[src/rtl/fetch_stage.sv]
// Instruction fetch stage: PC register, IF/ID pipeline register and a
// BOOT/RUN/HALT sequencer. Redirects take priority over stalls, which take
// priority over normal advance.
// Optional feature: define FETCH_ALIGN_CHECK_EN to halt with a sticky
// fetch_fault on a misaligned redirect target; otherwise the low two target
// bits are masked off and HALT is never entered.
//
// state | meaning
// ------+-------------------------------------------------------------
// BOOT  | one cycle after reset release; PC held, IF/ID bubbled
// RUN   | normal fetch: redirect > stall > advance
// HALT  | misaligned redirect seen; everything frozen until reset
module fetch_stage #(
    parameter int               WIDTH     = 32,
    parameter logic [WIDTH-1:0] RESET_PC  = 32'h0000_0000,
    parameter logic [WIDTH-1:0] NOP_INSTR = 32'h0000_0013
) (
    input  logic             clk,
    input  logic             rst,
    input  logic             stall,
    input  logic             redirect_valid,
    input  logic [WIDTH-1:0] redirect_target,
    output logic [WIDTH-1:0] imem_addr,
    input  logic [WIDTH-1:0] imem_instr,
    output logic [WIDTH-1:0] if_id_instr,
    output logic [WIDTH-1:0] if_id_pc,
    output logic [WIDTH-1:0] if_id_pc_plus4,
    output logic             if_id_valid,
    output logic             fetch_fault,
    output logic [31:0]      fetch_count
);

    typedef enum logic [1:0] {
        BOOT = 2'd0,
        RUN  = 2'd1,
        HALT = 2'd2
    } state_t;

    state_t           state, state_nxt;
    logic [WIDTH-1:0] pc, pc_nxt;
    logic [WIDTH-1:0] instr_nxt, ipc_nxt, ipc4_nxt;
    logic             valid_nxt, fault_nxt;
    logic [31:0]      count_nxt;
    logic [WIDTH-1:0] pc_plus4;

    assign pc_plus4  = pc + WIDTH'(4);
    // PC register feeds memory directly so no input reaches imem_addr
    assign imem_addr = pc;

    // State register; reset wins over every other condition
    always_ff @(posedge clk) begin
        if (rst) state <= BOOT;
        else     state <= state_nxt;
    end

    // Datapath registers: PC, IF/ID and counters
    always_ff @(posedge clk) begin
        if (rst) begin
            pc             <= RESET_PC;
            if_id_instr    <= NOP_INSTR;
            if_id_pc       <= '0;
            if_id_pc_plus4 <= '0;
            if_id_valid    <= 1'b0;
            fetch_fault    <= 1'b0;
            fetch_count    <= 32'd0;
        end else begin
            pc             <= pc_nxt;
            if_id_instr    <= instr_nxt;
            if_id_pc       <= ipc_nxt;
            if_id_pc_plus4 <= ipc4_nxt;
            if_id_valid    <= valid_nxt;
            fetch_fault    <= fault_nxt;
            fetch_count    <= count_nxt;
        end
    end

    // Next-state and next-datapath decode; default is hold everything
    always_comb begin
        state_nxt = state;
        pc_nxt    = pc;
        instr_nxt = if_id_instr;
        ipc_nxt   = if_id_pc;
        ipc4_nxt  = if_id_pc_plus4;
        valid_nxt = if_id_valid;
        fault_nxt = fetch_fault;
        count_nxt = fetch_count;
        case (state)
            BOOT: begin
                state_nxt = RUN;
                instr_nxt = NOP_INSTR;
                ipc_nxt   = '0;
                ipc4_nxt  = '0;
                valid_nxt = 1'b0;
            end
            RUN: begin
                if (redirect_valid) begin
                    instr_nxt = NOP_INSTR;
                    ipc_nxt   = '0;
                    ipc4_nxt  = '0;
                    valid_nxt = 1'b0;
`ifdef FETCH_ALIGN_CHECK_EN
                    if (redirect_target[1:0] != 2'b00) begin
                        state_nxt = HALT;
                        fault_nxt = 1'b1;
                    end else begin
                        pc_nxt = redirect_target;
                    end
`else
                    pc_nxt = redirect_target & ~WIDTH'(3);
`endif
                end else if (!stall) begin
                    pc_nxt    = pc_plus4;
                    instr_nxt = imem_instr;
                    ipc_nxt   = pc;
                    ipc4_nxt  = pc_plus4;
                    valid_nxt = 1'b1;
                    count_nxt = fetch_count + 32'd1;
                end
            end
            HALT: begin
                state_nxt = HALT;
            end
            default: begin
                state_nxt = BOOT;
            end
        endcase
    end

endmodule

[config.mk]
export PLATFORM = sky130hd
export DESIGN_NAME = fetch_stage
export DESIGN_NICKNAME = d
export VERILOG_FILES = /design/src/rtl/fetch_stage.sv
export SDC_FILE = /design/constraint.sdc
export NUM_CORES = 1
export LEC_CHECK = 0
export ABC_AREA = 1
export BUFFER_PORTS_ARGS = -buffer_cell sky130_fd_sc_hd__buf_4
export CAP_MARGIN = 40
export CORE_MARGIN = 8
export CORE_UTILIZATION = 40
export DETAILED_ROUTE_END_ITERATION = 6
export GPL_ROUTABILITY_DRIVEN = 0
export MAX_ROUTING_LAYER = met4
export PLACE_DENSITY_LB_ADDON = 0.15
export SLEW_MARGIN = 20
export SYNTH_ARGS = -nofsm -noshare
export SYNTH_HDL_FRONTEND = slang
export SYNTH_SLANG_ARGS = --single-unit
[constraint.sdc]
create_clock -name clk -period 1.82 [get_ports clk]
set_input_delay 0.364 -clock clk [delete_from_list [all_inputs] [get_ports clk]]
set_output_delay 0.364 -clock clk [all_outputs]
set_load 0.01 [all_outputs]
==> results of run 1 <==
==> final timing paths <==
path / to / slack [ps] / cells after the start
setup / recovery: fetch_count[24] / 170 / 8
hold / removal: if_id_instr[4] / 190 / 3
setup reg to reg: fetch_count[24] / 170 / 8
hold reg to reg: state[0] / 460 / 1
==> per-layer routing <==
layer	track usage, %	share of wire (%)	vias to the layer above
li1	-	-	3825
met1	27.6	46	3451
met2	32.0	45	216
met3	5.35	6.5	24
met4	6.90	1.6	0
met5	-	0	-
==> logic make-up after synthesis <==
family	after synthesis
other cells	1
simple gates	552
buf+inv	113
compound gates	207
fa+ha+maj	2
xor+xnor	19
flops	158
==> through the flow <==
stage	TNS (ps)	setup slack [ps]
2_1_floorplan	0	178
3_3_place_gp	0	72.6
3_5_place_dp	0	6.72
4_1_cts	0	55.7
5_1_grt	-79.4	-37.8
6_report	0	172
==> power by group <==
| group | internal, mW | switching (mW) | total [mW] |
|---|---|---|---|
| clock | 2.06 | 1.44 | 3.50 |
| sequential | 3.55 | 0.101 | 3.65 |
| combinational | 0.385 | 0.481 | 0.866 |
| total | 5.99 | 2.03 | 8.02 |
==> tightest hold or removal path, cell delays in order <==
cell	delay [ps]
buf_4	80
o21ai_0	70
nand3_1	70
==> what timing repair did <==
item,CTS,global route
setup endpoints to repair,0,30
resized for setup,0,10
buffers inserted,0,1
==> synthesized netlist by cell type, types with 3 or more instances <==
library cell and number:
a21oi_1 158, a31oi_1 3, buf_2 13, buf_4 15, clkbuf_1 29, dfxtp_1 158
inv_1 50, inv_2 3, nand2_1 357, nand3_1 58, nand3b_1 8, nand4_1 6
nor2_1 98, nor2_2 9, nor3_1 5, o21ai_0 42, xnor2_1 8, xor2_1 11
==> final cells by class <==
| type | count | area share [%] |
|---|---|---|
| clock inverters | 10 | 1.16 |
| clock buffers | 22 | 4.61 |
| well taps | 229 | 2.91 |
| repair buffers | 262 | 21.0 |
| multi-input cells | 783 | 36.2 |
| inverters | 54 | 2.06 |
| flip-flops and latches | 158 | 32.1 |
==> state kept, by name, indices dropped and copies added (netlist names) <==
register / flops
if_id_pc_plus4: 30
state: 2
fetch_count: 32
if_id_instr: 32
if_id_valid: 1
imem_addr: 30
if_id_pc: 31
==> metrics.txt, run 1 <==
outcome=finished, final reports clean; Worst Hold Launch=imem_instr[4]; # rows=49; Port Buffers=between 200 and 250; Setup Crit Path Kind=reg -> reg; diodes inserted=0; synth top area cells=dfxtp_1 (44%), nand2_1 (19%), a21oi_1 (11%), nor2_1 (5.1%), nand3_1 (4.0%); routed len/inst=15.7 um; post-synthesis register bit count=158; first-pass GRT wire length=37400 um; Post-Place Cell Area=9200 um^2; sequential share of the synthesized area=around 44%; simple-gate share of the synthesized area=31.5%; initial antenna violation count=0; Max Freq=607 MHz; Pwr per Cell Area=~800 nW/um^2; R2R Path Start=fetch_count[1]; cts hold-fix bufs=0; antenna-violating nets left=0; RSZ-0062 raised after global routing=true; global route overflow=0; post-route minimum period=1650 ps; Final period util=90.5%; Overall Power=8.02 mW; Hold Crit Class=in -> reg; Register Area=around 3200 um^2; width of the die=between 100 and 150 um; mux contribution to synthesized area=0%; clock slew at reported path FFs=60 ps; Fin. Hold Viols=0; Post-DP HPWL=17000 um; clock sinks=158; H-Tree Depth=4; largest family of logic cells by synthesized area=simple AND/OR/NAND/NOR gates; DR iter-0 viols=463; starting density of the core=slightly above 40%; CTS tree=built; multi-input logic area=3560 um^2; commonest non-fill, non-tap cell in the layout=nand2_1; hold_ws=195 ps; share of the synthesized area in the top cell type=44.1%; Die Span Y=150 um; share of cells above drive strength 1=roughly 24%; fill cell count=1812; core area=17800 um^2; fin nets=~1300; Layout Cells excl Fill=1518; top cell type by total area after synthesis=dfxtp_1; Vias=7516; yosys warns=0; Syn Inst Count=1052; TritonCTS Buffers=17; CP Buf/Inv Count=1; post-synthesis cell type count=33; Post-synth EDFFs=0; Clock Path Buffers=2; Vias/cell=4.95; Final Setup Violations=0; CP Max Fanout=4; commonest non-fill, non-tap cells in the layout=nand2_1 (357), buf_4 (254), a21oi_1 (158), dfxtp_1 (158), nor2_1 (94); CTS root buf=clkbuf_16; Layout Area Growth over Synthesis=37.2%; CP cell instances=ha_1, inv_1, nor2_2, nand3_1, nor2_2, nand3_1, o21ai_0, nor2_1; largest net degree at the start of global routing=113; peak supply drop=~620 uV; synthesized area=7180 um^2; Post-Synth Adder-Cell Area=0.349%; Mapped Avg Cell Area=6.82 um^2; CP top delay family=simple AND/OR/NAND/NOR gates; placed instance count=between 1000 and 1500; Worst Tran Pin Value=534 ps; die area=22500 um^2; compound-cell area share of the yosys netlist=14.7%; Synth async-reset ratio=0%; Routed Wire Length=23900 um; crit end category=register; Top FF cell, synth=dfxtp_1; number of global-route vias before repair=7158; fin area=9850 um^2; gr usage total=21.3%; worst clock skew=8.26 ps; worst skew pair latency=about 420 ps; Pre-Repair DR Iteration Count=5; Post-Synth XOR/XNOR Area=2.32%; Worst EP arrival=1950 ps; final core utilization=55.4%; crit path launch=fetch_count[1]; critical path required time=between 2000 and 2500 ps; drc violations=0; Max Cap Violations=0; relative slew slack=between 60% and 70%; Leakage=4.02 nW; critical path's largest stage delay=370 ps; Slew Limit Fails=0; CP max stage cell=dfxtp_1; I/O pins=230; CP Launch Type=register
Note: power is estimated with default switching activity, not from simulation.
==> run 2, diff against run 1 <==
==> constraint.sdc (replaced) <==
create_clock -name clk -period 1.82 [get_ports clk]
set_input_delay 0.182 -clock clk [delete_from_list [all_inputs] [get_ports clk]]
set_output_delay 0.182 -clock clk [all_outputs]
set_load 0.01 [all_outputs]
==> run 2 against run 1 <==
Setup slack worse by 45 ps. Critical path depth is 1 higher. Non-clock buffer count is 8 higher. Clock power is 4% higher.
==> metrics.txt, run 2 (synthesis gave the netlist of run 1 again) <==
outcome=finished, final reports clean; Worst Tran Pin Value=569 ps (+35.3 ps); antenna-violating nets left=0 (unchanged); gr usage total=21.7% (+0.34 points); first-pass GRT wire length=37700 um (+0.55%); Fin. Hold Viols=0 (unchanged); critical path required time=2180 ps (+50 ps); commonest non-fill, non-tap cell in the layout=nand2_1; CP Launch Type=register; fin nets=1354 (+0.59%); Port Buffers=224 (unchanged); width of the die=150 um (unchanged); Vias=7594 (+1.0%); CP most frequent cell=nand2_1; # rows=49 (unchanged); Hold Crit Class=in -> reg; I/O pins=230 (unchanged); CP max stage cell=dfxtp_2; clock slew at reported path FFs=60 ps (about the same); share of cells above drive strength 1=24.8% (+0.35 points); Setup Crit Path Kind=reg -> reg; post-route minimum period=1690 ps (+44.6 ps); Pwr per Cell Area=823 nW/um^2 (+1.1%); CTS root buf=clkbuf_16; largest registers=fetch_count: 32 flops, if_id_instr: 32 flops, if_id_pc: 31 flops; CTS tree=built; crit end category=register; CP cell instances=ha_1, nand2_1, nor2_2, nand2_2, nor2_4, nand3_1, nand2_1, nand2_1, a21oi_1; Vias/cell=4.98 (+0.64%); critical path's largest stage delay=360 ps (about the same); die area=22500 um^2 (unchanged); Die Span Y=150 um (unchanged); RSZ-0062 raised after global routing=true; TritonCTS Buffers=17 (unchanged); Routed Wire Length=24100 um (+0.79%); DR iter-0 viols=415 (-10%); starting density of the core=40.4% (unchanged); Layout Area Growth over Synthesis=38.0%; H-Tree Depth=4 (unchanged); relative slew slack=62.1% (-2.4 points); number of global-route vias before repair=7246 (+1.2%); global route overflow=0 (unchanged); Worst EP arrival=2050 ps (+100 ps); fill cell count=1764 (-2.6%); Leakage=4.04 nW (+0.43%); commonest non-fill, non-tap cells in the layout=nand2_1 (357), buf_4 (257), a21oi_1 (158), dfxtp_1 (156), nor2_1 (92); fin area=9900 um^2 (+0.53%); Final period util=93.0% (+2.4 points); CP Max Fanout=7 (+3); largest net degree at the start of global routing=113 (unchanged); Max Cap Violations=0 (unchanged); Max Freq=591 MHz (-2.6%); final core utilization=55.7% (+0.30 points); initial antenna violation count=0 (unchanged); Overall Power=8.15 mW (+1.6%); hold_ws=9.86 ps (-185 ps); drc violations=0 (unchanged); diodes inserted=0 (unchanged); routed len/inst=15.8 um (+0.39%); worst clock skew=9.69 ps (+1.43 ps); Pre-Repair DR Iteration Count=4 (-1); core area=17800 um^2 (unchanged); Final Setup Violations=0 (unchanged); Post-DP HPWL=17100 um (+0.29%); Post-Place Cell Area=9180 um^2 (-0.27%); Clock Path Buffers=2 (unchanged); clock sinks=158 (unchanged); Slew Limit Fails=0 (unchanged); worst skew pair latency=430 ps (about the same); peak supply drop=683 uV (+11%)
run 2: cell count changes in the layout (fill, tap and decap cells not counted), moves of 2 or more:
cell	change
dlygate4sd3_1	+7
dfxtp_1	-2
nor2_1	-2
nor2_2	+4
buf_4	+3
buf_12	-2
clkinv_2	-3
nor2_4	-2
clkbuf_8	+3
dfxtp_2	+2
clkbuf_1	-3
run 2: final cells by class:
cell class	instances	area [um^2]	share of cell area, %
Multi-Input combinational cell	783	3550	35.9
Sequential cell	158	3170	32.0
Timing Repair Buffer	270	2100	21.2
Clock buffer	22	484	4.89
Tap cell	229	287	2.89
Inverter	54	203	2.05
Clock inverter	8	108	1.09
run 2: what timing repair did:
action,4_1_cts,5_1_grt
hold endpoints to repair,7,0
endpoints found under the setup margin,0,74
resized for setup,0,12
buffers inserted,0,3
hold buffers,7,0
run 2: where the power goes:
part           internal [mW]  switching, mW
sequential              3.55         0.0975
clock                   2.16           1.47
combinational          0.385          0.484
total                   6.10           2.05
run 2: worst paths after layout:
check / depth (start not counted) / startpoint / slack, ps / endpoint
max: 9 / imem_addr[2] / 130 / imem_addr[28]
min: 3 / imem_instr[15] / 10 / if_id_instr[15]
max reg2reg: 9 / imem_addr[2] / 130 / imem_addr[28]
min reg2reg: 1 / state[1] / 460 / state[0]
run 2: critical path: cells and delay by family (launching register included):
family / cells / cell delay (ps)
AO/OA/AOI/OAI: 1 / 130
AND/OR/NAND/NOR: 7 / 950
flip-flops: 1 / 360
adder cells (fa/ha/maj): 1 / 180
run 2: layer usage:
layer,vias to the layer above,share of wire [%],GRT usage [%]
met4,0,2.2,7.10
met2,231,45,33.4
met5,-,0,-
met1,3477,45,27.0
li1,3852,-,-
met3,34,7.5,6.02
run 2: per-stage QoR:
step	setup WS, ps	instances	setup TNS, ps
2_1_floorplan	178	1054	0
3_3_place_gp	80.8	1484	0
3_5_place_dp	59.4	1484	0
4_1_cts	37.8	1521	0
5_1_grt	-21.5	1524	-54.2
6_report	128	1524	0
==> run 3, diff against run 2 <==
ABC_AREA = default   (was 1)
==> run 3 against run 2 <==
The run now ends with negative setup slack left. Register-to-register slack lost 280 ps. Die area shrank 3.6%. Core utilization grew 5.1 points.
==> metrics.txt, run 3 <==
outcome=finished, violations left; violated checks=negative setup slack; Max Freq=508 MHz (-14%); largest registers=fetch_count: 32 flops, if_id_instr: 32 flops, if_id_pc: 31 flops; Leakage=4.45 nW (+10%); H-Tree Depth=4 (unchanged); worst skew pair latency=420 ps (about the same); number of global-route vias before repair=7127 (-1.6%); top-count cell post-synth=dfxtp_1; commonest non-fill, non-tap cell in the layout=buf_4; top cell type by total area after synthesis=dfxtp_1; worst clock skew=8.65 ps (-1.04 ps); Setup Crit Path Kind=reg -> reg; Pwr per Cell Area=783 nW/um^2 (-4.9%); Synth async-reset ratio=0% (unchanged); placed instance count=1296 (-13%); crit path launch=imem_addr[17]; peak supply drop=630 uV (-7.8%); routed len/inst=18.0 um (+14%); Worst Tran Pin Value=619 ps (+49.7 ps); synthesized area=6890 um^2 (-4.0%); first-pass GRT wire length=38400 um (+1.9%); starting density of the core=40.4% (about the same); Top FF cell, synth=dfxtp_1; CTS tree=built; TritonCTS Buffers=17 (unchanged); Slew Limit Fails=0 (unchanged); initial antenna violation count=0 (unchanged); Layout Cells excl Fill=1349 (-11%); Syn Inst Count=814 (-23%); Setup crit end=imem_addr[25]; core area=17100 um^2 (-4.1%); global route overflow=0 (unchanged); crit end category=register; Layout Area Growth over Synthesis=50.5%; Vias=7182 (-5.4%); CP Max Fanout=3 (-4); Die Span Y=147 um (-1.8%); Worst EP arrival=2320 ps (+270 ps); CTS root buf=clkbuf_16; yosys warns=0 (unchanged); post-route minimum period=1970 ps (+278 ps); diodes inserted=0 (unchanged); share of the synthesized area in the top cell type=45.9% (+1.9 points); Post-Synth XOR/XNOR Area=6.49% (+4.2 points); fin nets=1181 (-13%); synth top area cells=dfxtp_1 (46%), nor2_1 (5.6%), a22oi_1 (5.2%), xnor2_1 (4.8%), a21oi_1 (3.9%); sequential share of the synthesized area=45.9% (+1.9 points); Final period util=108% (+15 points); compound-cell area share of the yosys netlist=18.1% (+3.4 points); Clock Path Buffers=2 (unchanged); share of cells above drive strength 1=35.9% (+11 points); largest net degree at the start of global routing=63 (-44%); Post-DP HPWL=17300 um (+1.2%); Overall Power=8.11 mW (-0.44%); critical path required time=2170 ps (about the same); commonest non-fill, non-tap cells in the layout=buf_4 (325), dfxtp_1 (145), nor2_1 (101), nand2_1 (69), a21oi_1 (52); Port Buffers=224 (unchanged); clock sinks=158 (unchanged); Mapped Avg Cell Area=8.46 um^2 (+24%); largest family of logic cells by synthesized area=simple AND/OR/NAND/NOR gates; Fin. Hold Viols=0 (unchanged); Max Cap Violations=0 (unchanged); Vias/cell=5.32 (+6.8%); RSZ-0062 raised after global routing=true; Post-synth EDFFs=0 (unchanged); worst r2r path cells=5 (-4); # rows=48 (-2.0%); post-synthesis cell type count=50 (+52%); Hold Crit Class=in -> reg; Pre-Repair DR Iteration Count=5 (+1); drc violations=0 (unchanged); die area=21700 um^2 (-3.6%); clock slew at reported path FFs=60 ps (about the same); Final Setup Violations=2 (+2); simple-gate share of the synthesized area=23.1% (-8.4 points); final setup margin=-150 ps (-278 ps); I/O pins=230 (unchanged); post-synthesis register bit count=158 (unchanged); Post-Synth Adder-Cell Area=0.363% (+0.015 points); width of the die=147 um (-1.8%); relative slew slack=58.7% (-3.3 points); Routed Wire Length=24300 um (+1.0%); Reg2Reg Setup Slack=-150 ps (-280 ps); CP Launch Type=register; R2R Path Start=imem_addr[17]; gr usage total=22.3% (+0.66 points); mux contribution to synthesized area=0.727% (+0.73 points); Synth top cells by count=dfxtp_1 (158), nor2_1 (102), nand2_1 (70); Worst R2R End=imem_addr[25]; DR iter-0 viols=450 (+8.4%); antenna-violating nets left=0 (unchanged)
## run 3: changes by cell type in the layout (fill, tap and decap cells not counted), moves of 13 or more
cell	previous run	this run
a21oi_1	158	52
a22o_1	0	24
a22oi_1	0	48
buf_4	257	325
inv_1	50	14
nand2_1	357	69
nand3_1	57	40
nor3_1	5	18
o21ai_0	42	24
xnor2_1	8	38
## run 3: logic make-up (layout without fill, tap and decap cells)
logic type / count (synthesis) / in the layout
compound gates: 186 / 186
xor+xnor: 51 / 51
fa+ha+maj: 2 / 2
buf+inv: 87 / 395
flops: 158 / 158
mux: 5 / 5
other cells: 1 / 3
simple gates: 324 / 324
## run 3: area by class of cell
type | count | area, um^2
tap | 225 | 282
clock inverter | 13 | 161
inverter | 14 | 52.6
sequential | 158 | 3180
fill | 1524 | 6700
multi-input combinational | 571 | 3530
timing repair buffer | 349 | 2710
clock buffer | 19 | 453
## run 3: metrics by stage
stage / area (um^2) / setup TNS (ps) / hold slack, ps / util (%) / setup WS [ps]
floorplan: 6960 / -1720 / 334 / - / -298
global placement: 9390 / -236 / 427 / 55.1 / -153
detailed placement: 9390 / -638 / 437 / 55.1 / -182
CTS: 10200 / -252 / 0.956 / 59.9 / -191
global route: 10400 / -415 / 11.8 / 60.7 / -219
finish: 10400 / -212 / 19.6 / 60.7 / -150
## run 3: worst min path at each step
stage	from	endpoint	depth (start not counted)
after floorplan	imem_instr[2]	if_id_instr[2]	2
after global placement	imem_instr[24]	if_id_instr[24]	3
final	imem_instr[31]	if_id_instr[31]	3
after global routing	imem_instr[12]	if_id_instr[12]	3
after CTS	imem_instr[31]	if_id_instr[31]	3
after detailed placement	imem_instr[23]	if_id_instr[23]	3
## run 3: repair_timing
action | CTS | global route
hold buffers | 18 | 0
gates resized for setup | 7 | 28
buffers inserted | 1 | 2
hold endpoints to repair | 18 | 0
endpoints found under the setup margin | 14 | 39
pin swaps | 0 | 14
## run 3: worst max-delay path: stages (launching register included)
cell,delay [ps]
dfxtp_2,350
nand4_4,100
or4_4,490
or4_4,510
or3_1,320
a31oi_1,120
## run 3: power breakdown
part           total, mW  internal (mW)  switching [mW]
combinational      0.825          0.386           0.440
clock               3.70           2.23            1.47
sequential          3.59           3.53          0.0565
## run 3: per-layer routing
layer | wire length, um | global-route usage, % | share of wire [%]
met4 | 422 | 7.75 | 1.7
met1 | 10800 | 27.8 | 45
met2 | 11300 | 34.4 | 47
met3 | 1730 | 6.03 | 7.1
met5 | 0 | - | 0
